[src/rtl/tl45_register_read_fwd.sv]
// Register-read stage: DPRF read, prioritised operand forwarding, load scoreboard, load-use bubbles.
// Optional: define TL45_RR_PERF_CNT_EN to add the o_bubble_cnt hazard-bubble counter.
module tl45_register_read_fwd #(
  parameter  int XLEN     = 32,
  parameter  int NUM_REGS = 16,
  parameter  int NUM_FWD  = 2,
  parameter  int OPC_W    = 5,
  localparam int REG_AW   = $clog2(NUM_REGS)
) (
  input  logic                      i_clk,
  input  logic                      i_reset,
  input  logic                      i_pipe_stall,
  input  logic                      i_pipe_flush,
  output logic                      o_pipe_stall,
  output logic                      o_pipe_flush,
  input  logic [OPC_W-1:0]          i_opcode,
  input  logic                      i_ri,
  input  logic                      i_is_load,
  input  logic [REG_AW-1:0]         i_dr,
  input  logic [REG_AW-1:0]         i_sr1,
  input  logic [REG_AW-1:0]         i_sr2,
  input  logic [XLEN-1:0]           i_imm32,
  input  logic [XLEN-1:0]           i_pc,
  output logic [REG_AW-1:0]         o_dprf_read_a1,
  output logic [REG_AW-1:0]         o_dprf_read_a2,
  input  logic [XLEN-1:0]           i_dprf_d1,
  input  logic [XLEN-1:0]           i_dprf_d2,
  input  logic [NUM_FWD-1:0]        i_of_valid,
  input  logic [NUM_FWD*REG_AW-1:0] i_of_reg,
  input  logic [NUM_FWD*XLEN-1:0]   i_of_data,
  input  logic                      i_ld_wb_valid,
  input  logic [REG_AW-1:0]         i_ld_wb_reg,
  output logic [OPC_W-1:0]          o_opcode,
  output logic [REG_AW-1:0]         o_dr,
  output logic                      o_is_load,
  output logic [XLEN-1:0]           o_sr1_val,
  output logic [XLEN-1:0]           o_sr2_val,
  output logic [XLEN-1:0]           o_target_address_offset,
`ifdef TL45_RR_PERF_CNT_EN
  output logic [31:0]               o_bubble_cnt,
`endif
  output logic [XLEN-1:0]           o_pc
);

  typedef struct packed {
    logic [OPC_W-1:0]  opcode;
    logic [REG_AW-1:0] dr;
    logic              is_load;
    logic [XLEN-1:0]   sr1_val;
    logic [XLEN-1:0]   sr2_val;
    logic [XLEN-1:0]   offset;
    logic [XLEN-1:0]   pc;
  } rr_buf_t;

  rr_buf_t               buf_q, buf_d;
  logic [NUM_REGS-1:0]   pending_q, pending_d;
  logic [NUM_REGS-1:0]   wb_clr;
  logic                  sr1_hit, sr2_hit;
  logic [XLEN-1:0]       sr1_fwd, sr2_fwd;
  logic [XLEN-1:0]       sr1_val, sr2_val;
  logic                  sr1_busy, sr2_busy, hazard;

  assign o_dprf_read_a1 = i_sr1;
  assign o_dprf_read_a2 = i_sr2;

  // NOTE: every variable driven here gets a default first, so no path can infer a latch.
  // Descending scan: the lowest-index (youngest) matching bus is assigned last and wins.
  always_comb begin
    sr1_hit = 1'b0;
    sr2_hit = 1'b0;
    sr1_fwd = '0;
    sr2_fwd = '0;
    for (int k = NUM_FWD - 1; k >= 0; k--) begin
      if (i_of_valid[k] && i_of_reg[k*REG_AW +: REG_AW] == i_sr1) begin
        sr1_hit = 1'b1;
        sr1_fwd = i_of_data[k*XLEN +: XLEN];
      end
      if (i_of_valid[k] && i_of_reg[k*REG_AW +: REG_AW] == i_sr2) begin
        sr2_hit = 1'b1;
        sr2_fwd = i_of_data[k*XLEN +: XLEN];
      end
    end
  end

  assign sr1_val = (i_sr1 == '0) ? '0 : (sr1_hit ? sr1_fwd : i_dprf_d1);
  assign sr2_val = i_ri ? i_imm32 : ((i_sr2 == '0) ? '0 : (sr2_hit ? sr2_fwd : i_dprf_d2));

  // A write-back in this cycle already satisfies the consumer through the DPRF.
  assign wb_clr = i_ld_wb_valid ? (NUM_REGS'(1) << i_ld_wb_reg) : '0;

  assign sr1_busy = (i_sr1 != '0) && pending_q[i_sr1] && !wb_clr[i_sr1] && !sr1_hit;
  assign sr2_busy = (i_sr2 != '0) && pending_q[i_sr2] && !wb_clr[i_sr2] && !sr2_hit;
  assign hazard   = !i_reset && !i_pipe_flush && (i_opcode != '0) &&
                    (sr1_busy || (!i_ri && sr2_busy));

  assign o_pipe_stall = i_pipe_stall | hazard;
  assign o_pipe_flush = i_pipe_flush;

  always_comb begin
    buf_d     = buf_q;
    pending_d = pending_q & ~wb_clr;
    if (i_pipe_flush) begin
      buf_d = '0;
      if (buf_q.is_load) pending_d[buf_q.dr] = 1'b0;
    end else if (i_pipe_stall) begin
      buf_d = buf_q;
    end else if (hazard) begin
      buf_d.opcode  = '0;
      buf_d.dr      = '0;
      buf_d.is_load = 1'b0;
      buf_d.sr1_val = '0;
      buf_d.sr2_val = '0;
    end else begin
      buf_d.opcode  = i_opcode;
      buf_d.dr      = i_dr;
      buf_d.is_load = i_is_load;
      buf_d.sr1_val = sr1_val;
      buf_d.sr2_val = sr2_val;
      buf_d.offset  = i_imm32;
      buf_d.pc      = i_pc;
      // Applied after the write-back clear so a same-cycle set wins.
      if (i_is_load && i_dr != '0) pending_d[i_dr] = 1'b1;
    end
    pending_d[0] = 1'b0;
  end

  // NOTE: the scoreboard is a handful of flops, not a memory, so it is reset with the buffer.
  always_ff @(posedge i_clk) begin
    if (i_reset) begin
      buf_q     <= '0;
      pending_q <= '0;
    end else begin
      buf_q     <= buf_d;
      pending_q <= pending_d;
    end
  end

`ifdef TL45_RR_PERF_CNT_EN
  logic [31:0] bubble_cnt_q, bubble_cnt_d;

  assign bubble_cnt_d = bubble_cnt_q + 32'((!i_pipe_stall && hazard) ? 1 : 0);

  always_ff @(posedge i_clk) begin
    if (i_reset) bubble_cnt_q <= '0;
    else         bubble_cnt_q <= bubble_cnt_d;
  end

  assign o_bubble_cnt = bubble_cnt_q;
`endif

  assign o_opcode                = buf_q.opcode;
  assign o_dr                    = buf_q.dr;
  assign o_is_load               = buf_q.is_load;
  assign o_sr1_val               = buf_q.sr1_val;
  assign o_sr2_val               = buf_q.sr2_val;
  assign o_target_address_offset = buf_q.offset;
  assign o_pc                    = buf_q.pc;

endmodule

[config.mk]
export PLATFORM = sky130hd
export DESIGN_NAME = tl45_register_read_fwd
export DESIGN_NICKNAME = d
export VERILOG_FILES = /design/src/rtl/tl45_register_read_fwd.sv
export SDC_FILE = /design/constraint.sdc
export NUM_CORES = 1
export LEC_CHECK = 0
export ABC_AREA = 1
export BUFFER_PORTS_ARGS = -buffer_cell sky130_fd_sc_hd__buf_4
export CAP_MARGIN = 20
export CORE_ASPECT_RATIO = 0.7
export CORE_MARGIN = 2
export CORE_UTILIZATION = 35
export CTS_BUF_LIST = sky130_fd_sc_hd__clkbuf_16
export DETAILED_ROUTE_END_ITERATION = 8
export PLACE_DENSITY_LB_ADDON = 0.15
export SYNTH_ARGS = -nofsm -noshare
export SYNTH_HDL_FRONTEND = slang
export SYNTH_SLANG_ARGS = --single-unit
[constraint.sdc]
create_clock -name i_clk -period 3.25 [get_ports i_clk]
set_input_delay 0.65 -clock i_clk [delete_from_list [all_inputs] [get_ports i_clk]]
set_output_delay 0.65 -clock i_clk [all_outputs]
set_load 0.02 [all_outputs]
== Word level (Yosys, flattened, before mapping) ==
Index checks and enable logic that the tools add are counted.
Storage, ports and cells
  flip-flop bits (word level): 154
  bits of input ports: 230
  output and inout port bits: 148
  word-level logic and storage cells: 93
Operators by class
  equal/unequal tests: 4
  shift-type cells: 1
  reductions and logical operators: 33
  magnitude comparators: 6
  bitwise logic cells: 8
  muxes and demuxes: 32
Operator list (number)
  2-to-1 mux 32 bit: 9
  2-to-1 mux 16 bit: 6
  2-to-1 mux 74 bit: 1
  bitwise AND 16 bit: 2
  inverter 16 bit: 2
  less-than comparator 4 x 5 -> 1 bit, second input constant: 4
  logical AND 1 bit: 17
  binary-select mux 1 bit (select 4 bit): 4
  equality test 4 bit: 4
  OR 16 bit: 1
  << shifter 1 x 4 -> 16 bit, first input constant: 1
  nonzero test 4 bit: 3
  2-to-1 mux 1 bit: 10
  demux 1 bit (select 4 bit): 2
  greater-or-equal comparator 4 x 1 -> 1 bit, second input constant: 2
  logical NOT 4 bit: 2
  logical NOT 1 bit: 7
  nonzero test 5 bit: 1
  inverter 1 bit: 2
  AND reduction 2 bit: 1
  OR reduction 2 bit: 1
  logical OR 1 bit: 1
  OR 1 bit: 1

== Logic depth before layout (Yosys ltp) ==
Gate-level depths: netlist of run 1.
  depth in word-level cells: 13
  gate-level depth with buffers: 18
  gate-level depth less buffers: 16

== Worst setup path before layout of run 1 ==
No wires, ideal clock.
  kind: input-to-output
  start: input port i_sr2[0]
  end: output port o_pipe_stall
  arrival: 2.004 ns
  required time: 2.600 ns
  buffers on the path: 2
  path slack: 0.596 ns
  cell stages on the path: 15
  cell sequence: buf_4 inv_4 nand2_1 nand2_1 nor2_1 nand3_1 nand2_2 nor2_1 nand2_1 nor2_1 nand2_1 nand2_2 nand2_4 nand2_2 buf_2
Between the ends
  word-level cells in the longest chain between the ends: 10
  elaborated cells between the ends (all ways): 20
  classes of those cells: eq/ne (2); mux (6); bitwise (1); reduce/logical (11)
Ends and longest elaborated chain
  start: declaration: RTL line 21  | input logic [REG_AW-1:0] i_sr2,
  parallel branches: the longest is 5 deep, another holds binary-select mux 1 bit (select 4 bit)
  logical AND 1 bit *: RTL line 92  | assign sr2_busy = (i_sr2 != '0) && pending_q[i_sr2] && !wb_clr[i_sr2] && !sr2_hit;
  logical AND 1 bit *: RTL line 94  | (sr1_busy || (!i_ri && sr2_busy));
  logical OR 1 bit *: RTL line 94
  logical AND 1 bit *: RTL line 93  | assign hazard = !i_reset && !i_pipe_flush && (i_opcode != '0) &&
  OR 1 bit *: RTL line 96  | assign o_pipe_stall = i_pipe_stall | hazard;
  end: declaration: RTL line 14  | output logic o_pipe_stall,
Mark *: on every way between the ends. The select of a mux whose other input is x is not followed.

== Worst setup path after layout of run 1 ==
  start: input port i_sr1[1]
  end: output port o_pipe_stall
Between the ends
  word-level cells in the longest chain between the ends: 9
  elaborated cells between the ends (all ways): 19
  classes of those cells: eq/ne (2); mux (6); bitwise (1); reduce/logical (10)
Ends and longest elaborated chain
  start: declaration: RTL line 20  | input logic [REG_AW-1:0] i_sr1,
  parallel branches: the longest is 5 deep, another holds binary-select mux 1 bit (select 4 bit)
  logical AND 1 bit *: RTL line 91  | assign sr1_busy = (i_sr1 != '0) && pending_q[i_sr1] && !wb_clr[i_sr1] && !sr1_hit;
  logical OR 1 bit *: RTL line 94
  logical AND 1 bit *: RTL line 93
  OR 1 bit *: RTL line 96
Marks and branches as above.

==> metrics.txt, run 1 <==
minimum clock period=3.11 ns; post-cts sizing count=0; DP Cell Count=2088; Layout area overhead=38.9%; Slew headroom=51.1%; R2R depth=15; flop-to-flop setup slack=0.93 ns; hold buffers post-CTS=0; Mapped Area=9270 um^2; first-pass GRT wire length=60800 um; I/O pin cnt=378; Design Power=5.37 mW; die width=199 um; Yosys top cell area share=33.0%; CTS tree=done; status=complete, no violations; fin util=49.8%; post-synth net total=1669; clk sinks=153; Post-CTS Setup Bufs=0; RR Startpoint=pending_q[3]$_SDFF_PP0_; top cells by area, synth=dfxtp_1, nand2_1, o21ai_0, nand3_1, inv_1; Slew @ Worst Pin=0.726 ns; RSZ-0062 raised after global routing=false; crit share post-route=95.7%; Syn. warnings=0; Reg power frac=37.1%; Synth Register Bits=153; num rows=49; setup violators final=0; Post-route DRC=0; PwrDens=417 nW/um^2; drt first pass iters=5; PortBufs=377; sequential-to-total area share from yosys stat=33.0%; # H-tree levels=4; share of cells above drive strength 1=30.0%; Critical path destination=o_pipe_stall; Die Y=140 um; synth unique cells=40; HPWL Detailed=31300 um; Core ar.=25900 um^2; Hold Crit Class=reg -> reg; Worst Setup SP=i_sr1[1]; Setup Crit Path Kind=in -> out; Sum Neg Setup Slack=0 ns; maximum clock frequency=322 MHz; Die ar.=27800 um^2; post-route ant nets=0; post-synthesis cell count=1439; Iteration-0 DRC Markers=769; CTS Buffer Depth=2; worst clock skew=0.00585 ns; mean post-synth cell area=6.44 um^2; CP Launch Type=input port; Avg Vias per Cell=5.12; CTS root buffer=clkbuf_16; Clock transition at path regs=0.06 ns; clock latency on the worst-skew pair=0.43 ns; routed via count=10900; drt wl/cell=19.6 um; worst vdd ir=0.000361 V; final net count=1980; Leak=6.06 nW; P_sw=1.64 mW; Internal Pwr Total=3.73 mW; Req. time, crit path=2.60 ns; top cell type by total area after synthesis=dfxtp_1; final WL=41500 um; largest net degree at the start of global routing=138; Pins Over Slew Limit=0; CP max FO=11; reg2reg end=o_target_address_offset[29]$_SDFFE_PP0P_; initial core utilization=35.8%; Routability Congestion=0.939; net switching share of the total power=30.5%; GRT Overall Usage=29.1%; Worst Hold Slack=0.458 ns; Max-Cap Viols=0; vias in the first global route=9849; Clock power frac=40.7%; Hold Fails Final Rpt=0; Post-Layout Cell Count=2121; initial antenna violation count=1; clock buffer count from CTS=17; Critical Path End Type=output pin; grt total ovfl=0; Crit path arrival time=2.46 ns; Comb pwr share=22.1%
worst max-delay path, stage by stage:
cell and delay [ns]:
buf_4 0.17, inv_2 0.13, nand2_1 0.18, nor3_1 0.32, nor2_1 0.11, nand2_1 0.08, nand2_1 0.07, nand3_1 0.09
nand2_1 0.05, nand2_1 0.12, nand2_2 0.13, nand2_8 0.09, nand2_2 0.09, buf_4 0.17
placed cells by master, fill, tap and decap left out, drive strengths merged:
master	count
nand2	406
buf	406
dfxtp	153
inv	149
o21ai	137
nand3	135
a21oi	121
nor2	115
o211ai	45
o2111ai	25
clkbuf	17
o22ai	11
or2	6
clkinv	5
nor4	4
o31ai	4
bufinv	4
nor3	3
nand4	3
xnor2	3
a31oi	3
diode	2
clkinvlp	2
a21boi	2
nand3b	1
xor2	1
or4	1
stage by stage:
stage,setup WS (ns),instance area [um^2]
3_3_place_gp,0.141,12300
5_1_grt,0.0505,12900
4_1_cts,0.184,12900
6_report,0.140,12900
3_5_place_dp,0.170,12300
2_1_floorplan,0.596,9270
cells in the mapped netlist, drive strengths merged:
| master | number |
|---|---|
| o2111ai | 25 |
| nand2 | 406 |
| a21boi | 2 |
| o31ai | 4 |
| nor4 | 4 |
| buf | 60 |
| or4 | 1 |
| a31oi | 3 |
| nand4 | 3 |
| nand3b | 1 |
| xor2 | 1 |
| nor3 | 3 |
| a21oi | 121 |
| o21ai | 137 |
| o22ai | 11 |
| clkbuf | 54 |
| dfxtp | 153 |
| xnor2 | 3 |
| o211ai | 45 |
| or2 | 6 |
| nand3 | 135 |
| inv | 146 |
| nor2 | 115 |
sequential cells by signal, indices dropped and copies added (netlist names):
| signal | cells |
|---|---|
| o_pc | 32 |
| o_sr1_val | 32 |
| o_sr2_val | 32 |
| o_target_address_offset | 32 |
| pending_q | 15 |
| o_opcode | 5 |
| o_dr | 4 |
| o_is_load | 1 |
per-layer routing:
layer  share of wire [%]  GRT usage [%]
met1                  46           41.3
met2                  42           42.3
met3                 9.6           8.81
met4                 2.3           8.52
met5                   0              0
cell families (layout without fill, tap and decap cells):
group	after synthesis	count (layout)	share of synthesized area, %
AND/OR/NAND/NOR	674	674	30.8
other	0	2	0
flip-flops	153	153	33.0
buffers and inverters	260	583	12.5
XOR/XNOR	4	4	0.378
AO/OA/AOI/OAI	348	348	23.3
how the worst min path moves through the flow:
stage / from / to / slack (ns) / depth (start not counted)
after floorplan: pending_q[3]$_SDFF_PP0_ / pending_q[3]$_SDFF_PP0_ / 0.46 / 2
after global placement: o_sr2_val[21]$_SDFFE_PP0N_ / o_sr2_val[21]$_SDFFE_PP0N_ / 0.44 / 2
after detailed placement: o_sr2_val[12]$_SDFFE_PP0N_ / o_sr2_val[12]$_SDFFE_PP0N_ / 0.45 / 2
after CTS: o_sr2_val[12]$_SDFFE_PP0N_ / o_sr2_val[12]$_SDFFE_PP0N_ / 0.46 / 2
after global routing: o_sr2_val[5]$_SDFFE_PP0N_ / o_sr2_val[5]$_SDFFE_PP0N_ / 0.47 / 2
final: o_sr2_val[5]$_SDFFE_PP0N_ / o_sr2_val[5]$_SDFFE_PP0N_ / 0.46 / 2
layout make-up:
cell class / instances / area, um^2
antenna: 2 / 5.00
clock buffer: 17 / 425
clock inverter: 14 / 199
fill: 2693 / 13000
inverter: 146 / 556
multi-input combinational: 1026 / 5080
sequential: 153 / 3060
tap: 357 / 447
timing repair buffer: 406 / 3110
power groups by stage:
stage / Clock [mW] / Sequential [mW] / Combinational (mW)
5_1_grt: 2.31 / 2.00 / 1.30
3_3_place_gp: 0 / 2.04 / 1.17
6_report: 2.19 / 2.00 / 1.19
3_5_place_dp: 0 / 2.04 / 1.18
4_1_cts: 2.23 / 2.00 / 1.19
2_1_floorplan: 0 / 2.12 / 0.559
Power figures use the tool's default switching activity.
==> run 2, diff against run 1 <==
--- a/config.mk
+++ b/config.mk
@@ -8,9 +8,11 @@
 export ABC_AREA = 1
 export BUFFER_PORTS_ARGS = -buffer_cell sky130_fd_sc_hd__buf_4
 export CAP_MARGIN = 20
+export CELL_PAD_IN_SITES_DETAIL_PLACEMENT = 0
+export CELL_PAD_IN_SITES_GLOBAL_PLACEMENT = 1
 export CORE_ASPECT_RATIO = 0.7
 export CORE_MARGIN = 2
-export CORE_UTILIZATION = 35
+export CORE_UTILIZATION = 36
 export CTS_BUF_LIST = sky130_fd_sc_hd__clkbuf_16
 export DETAILED_ROUTE_END_ITERATION = 8
 export PLACE_DENSITY_LB_ADDON = 0.15
==> run 2 against run 1 <==
  * Final area down 0.96%
  * Routed wire length shrank 0.42%
  * Combinational power about the same
  * Sequential share of layout area increased by 0.23 points
  * Count of clock-buffer cells in the layout unchanged
==> metrics.txt, run 2 (same netlist as run 1, synthesis figures left out) <==
Iteration-0 DRC Markers=939; pre-CTS WS=0.138 ns; PwrDens=406 nW/um^2; fin util=50.0%; Req. time, crit path=2.60 ns; setup violators final=0; worst vdd ir=0.000362 V; Post-route DRC=0; hold buffers post-CTS=0; Reg area=3060 um^2; Post-CTS Setup Bufs=0; PortBufs=377; routed via count=10800; Multi-input gate area=5080 um^2; crit-path cells=buf_4, nor2_2, nand2_1, nor2_1, nand2_1, nand2_1, inv_1, a21oi_1, nor2_1, nand2_1, nand2_2, nand2_8, nand2_2, buf_4; crit path max-delay cell type=nor2_1; Sum Neg Setup Slack=0 ns; status=complete, no violations; CP Launch Type=input port; initial antenna violation count=2; first-pass GRT wire length=61500 um; Worst Hold Slack=0.455 ns; maximum clock frequency=319 MHz; net switching share of the total power=31.2%; DP Cell Count=2058; Crit path arrival time=2.49 ns; post-cts sizing count=0; Top Layer Used=met5; fillers=2695; post-route ant nets=0; Design Power=5.18 mW; met2 wire len=17200 um; CTS tree=done; met1 WL=19300 um; Internal Pwr Total=3.56 mW; most frequent cells in the layout=nand2_1, buf_4, dfxtp_1; HPWL Detailed=31000 um; final net count=1976; CP most frequent cell=nand2_1; cell family with most CP delay=simple AND/OR/NAND/NOR gates; Avg Vias per Cell=5.17; Hold Crit Class=reg -> reg; Post-Layout Cell Count=2092; Reg power frac=38.5%; Clock power frac=38.5%; Critical Path End Type=output pin; Pins Over Slew Limit=0; post-route cell area=12800 um^2; num rows=49; largest net degree at the start of global routing=146; Setup Crit Path Kind=in -> out; Worst path max stage delay=0.28 ns; CP max FO=6; Max-Cap Viols=0; GRT Overall Usage=29.8%; Core ar.=25500 um^2; vias in the first global route=10000; drt wl/cell=19.7 um; WL met3=3980 um; Hold Fails Final Rpt=0; final WL=41300 um; Die ar.=27100 um^2; # H-tree levels=4; RSZ-0062 raised after global routing=false; post-route setup slack=0.112 ns; minimum clock period=3.14 ns; I/O pin cnt=378; P_sw=1.62 mW; Die Y=138 um; grt total ovfl=0; share of cells above drive strength 1=29.7%; die width=196 um; Routability Congestion=0.947; placed cell area=12200 um^2; drt first pass iters=7; CP bufs+invs=3; Clock transition at path regs=0.06 ns; clk sinks=153; Slew @ Worst Pin=1.06 ns; Slew headroom=29.0%; crit share post-route=96.6%; worst clock skew=0.0128 ns; Comb pwr share=22.9%; initial core utilization=36.4%; clock latency on the worst-skew pair=0.44 ns; CTS root buffer=clkbuf_16; leading cell type in the layout, fill and taps excluded=nand2_1; clock buffer count from CTS=17; Leak=6.03 nW; Layout area overhead=37.6%; CTS Buffer Depth=2
[run 2: worst min-delay path, delay by kind of cell, from the launching register on]
family	cells	cell delay, ns
and+or+nand+nor	2	0.11
DFF	1	0.31
[run 2: metal layers]
| metal | GRT usage (%) | up-vias |
|---|---|---|
| li1 | - | 5339 |
| met1 | 42.2 | 4974 |
| met2 | 43.5 | 462 |
| met3 | 9.49 | 44 |
| met4 | 7.66 | 2 |
| met5 | 0 | - |
[run 2: final timing paths]
kind                             startpoint  slack (ns)  depth (start not counted)                         to
setup / recovery             i_ld_wb_reg[0]        0.11                         14               o_pipe_stall
hold / removal    o_sr2_val[6]$_SDFFE_PP0N_        0.46                          2  o_sr2_val[6]$_SDFFE_PP0N_
setup reg to reg    pending_q[3]$_SDFF_PP0_        0.94                         15      o_pc[22]$_SDFFE_PP0P_
hold reg to reg   o_sr2_val[6]$_SDFFE_PP0N_        0.46                          2  o_sr2_val[6]$_SDFFE_PP0N_
[run 2: power groups by stage]
| stage | clock [mW] | sequential (mW) | combinational, mW |
|---|---|---|---|
| finish | 1.99 | 2.00 | 1.19 |
| global route | 2.10 | 2.00 | 1.29 |
| CTS | 2.03 | 2.00 | 1.18 |
| detailed placement | 0 | 2.04 | 1.18 |
| global placement | 0 | 2.03 | 1.18 |
| floorplan | 0 | 2.12 | 0.559 |
[run 2: area by class of cell]
type                       instances  share of cell area [%]
multi-input combinational       1026                    39.8
clock buffer                      17                    3.33
tap                              331                    3.25
sequential                       153                    24.0
inverter                         146                    4.35
clock inverter                    15                    1.08
timing repair buffer             402                    24.1
antenna                            2                  0.0392
==> run 3, diff against run 2 <==
==> constraint.sdc (replaced) <==
create_clock -name i_clk -period 3.25 [get_ports i_clk]
set_input_delay 0.65 -clock i_clk [delete_from_list [all_inputs] [get_ports i_clk]]
set_output_delay 0.65 -clock i_clk [all_outputs]
set_load 0.01 [all_outputs]
==> run 3 against run 2 <==
  * Register-to-register slack got worse by 0.03 ns
  * Clock skew decreased by 0.0049 ns
  * Sequential share of layout area about the same
  * Cell count about the same
  * Core utilization decreased by 0.059 points
  * First-iteration DRC count decreased by 9.1%
  * Sequential power about the same
  * Via count about the same
  * Total power decreased by 2.6%
  * Clock power decreased by 4%
  * Combinational power decreased by 6%
  * Non-clock buffer count increased by 3
  * Critical path type unchanged
  * Largest cell class unchanged
  * Largest power group unchanged
  * Highest routed layer is now met4
==> metrics.txt, run 3 (same netlist as run 1, synthesis figures left out) <==
Routability Congestion=1.01; largest net degree at the start of global routing=145; Leak=6.01 nW; Crit path arrival time=2.50 ns; worst clock skew=0.00783 ns; final WL=40900 um; maximum clock frequency=317 MHz; initial core utilization=36.4%; post-route ant nets=0; Slew headroom=41.2%; clock buffer count from CTS=17; Iteration-0 DRC Markers=854; setup violators final=0; CTS root buffer=clkbuf_16; Critical Path End Type=output pin; post-cts sizing count=0; first-pass GRT wire length=61200 um; vias in the first global route=10000; Avg Vias per Cell=5.17; GRT Overall Usage=29.5%; CTS Buffer Depth=2; clock latency on the worst-skew pair=0.44 ns; num rows=49; Post-Layout Cell Count=2093; Die Y=138 um; die width=196 um; grt total ovfl=0; Hold Crit Class=reg -> reg; CTS tree=done; routed via count=10800; PortBufs=377; pre-CTS WS=0.0672 ns; Pins Over Slew Limit=0; # H-tree levels=4; Hold Fails Final Rpt=0; Inserted Diodes=0; CP Launch Type=input port; I/O pin cnt=378; minimum clock period=3.15 ns; R2R depth=16; post-route setup slack=0.0976 ns; crit share post-route=97.0%; worst hold stages=2; PwrDens=395 nW/um^2; CP max FO=11; Worst Hold Slack=0.455 ns; share of cells above drive strength 1=30.0%; clk sinks=153; Clock transition at path regs=0.07 ns; Req. time, crit path=2.60 ns; HPWL Detailed=31000 um; DP Cell Count=2061; worst vdd ir=0.000364 V; Max-Cap Viols=0; drt wl/cell=19.6 um; hold buffers post-CTS=0; Post-CTS Setup Bufs=0; drt first pass iters=6; Slew @ Worst Pin=0.882 ns; Die ar.=27100 um^2; status=complete, no violations; RSZ-0062 raised after global routing=false; Layout area overhead=37.4%; fin util=50.0%; final net count=1979; Core ar.=25500 um^2; Post-route DRC=0; most frequent cells in the layout=nand2_1, buf_4, dfxtp_1; Sum Neg Setup Slack=0 ns; Setup Crit Path Kind=in -> out; initial antenna violation count=2
## run 3: cell types whose count changed in the layout (fill, tap and decap cells not counted), sizes merged
cell,previous run,this run
clkinvlp,1,4
diode,2,0
inv,149,152
bufinv,2,0
buf,402,405
clkinv,9,5
## run 3: final cells by class
cell class / count / area [um^2]
multi-input cells: 1026 / 5080
well taps: 331 / 414
clock inverters: 15 / 115
flip-flops and latches: 153 / 3060
inverters: 146 / 556
clock buffers: 17 / 425
repair buffers: 405 / 3090
fillers: 2661 / 12800
## run 3: worst paths after layout
check / from / end / slack (ns)
worst max-delay path: i_sr1[1] / o_pipe_stall / 0.1
worst min-delay path: o_sr2_val[18]$_SDFFE_PP0N_ / o_sr2_val[18]$_SDFFE_PP0N_ / 0.46
worst max register to register: pending_q[3]$_SDFF_PP0_ / o_target_address_offset[29]$_SDFFE_PP0P_ / 0.91
worst min register to register: o_sr2_val[18]$_SDFFE_PP0N_ / o_sr2_val[18]$_SDFFE_PP0N_ / 0.46
## run 3: metal layers
metal	routed length, um	GRT usage, %	vias up
li1	-	-	5336
met3	4220	8.54	30
met2	17400	43.8	494
met4	623	6.98	0
met5	0	0	-
met1	18700	42.0	4969
## run 3: critical path, cell delays in order
cell and delay (ns):
buf_4 0.17, inv_2 0.14, nand2_1 0.18, nor3_1 0.34, nor2_1 0.13, nand2_1 0.10
nand2_1 0.06, nand3_1 0.09, nand2_1 0.09, nand2_1 0.11, nand2_2 0.11, nand2_8 0.09
nand2_2 0.10, buf_4 0.16
## run 3: power by group
group,internal (mW),total (mW),switching [mW],leakage (nW)
logic,0.490,1.12,0.634,4.51
registers,1.95,2.00,0.0468,1.25
clock network,0.991,1.92,0.930,0.254
total,3.43,5.04,1.61,6.01
## run 3: through the flow
| stage | power [mW] | instance area [um^2] |
|---|---|---|
| CTS | 5.07 | 12700 |
| global route | 5.27 | 12700 |
| global placement | 3.15 | 12200 |
| finish | 5.04 | 12700 |
| detailed placement | 3.15 | 12200 |
| floorplan | 2.62 | 9270 |
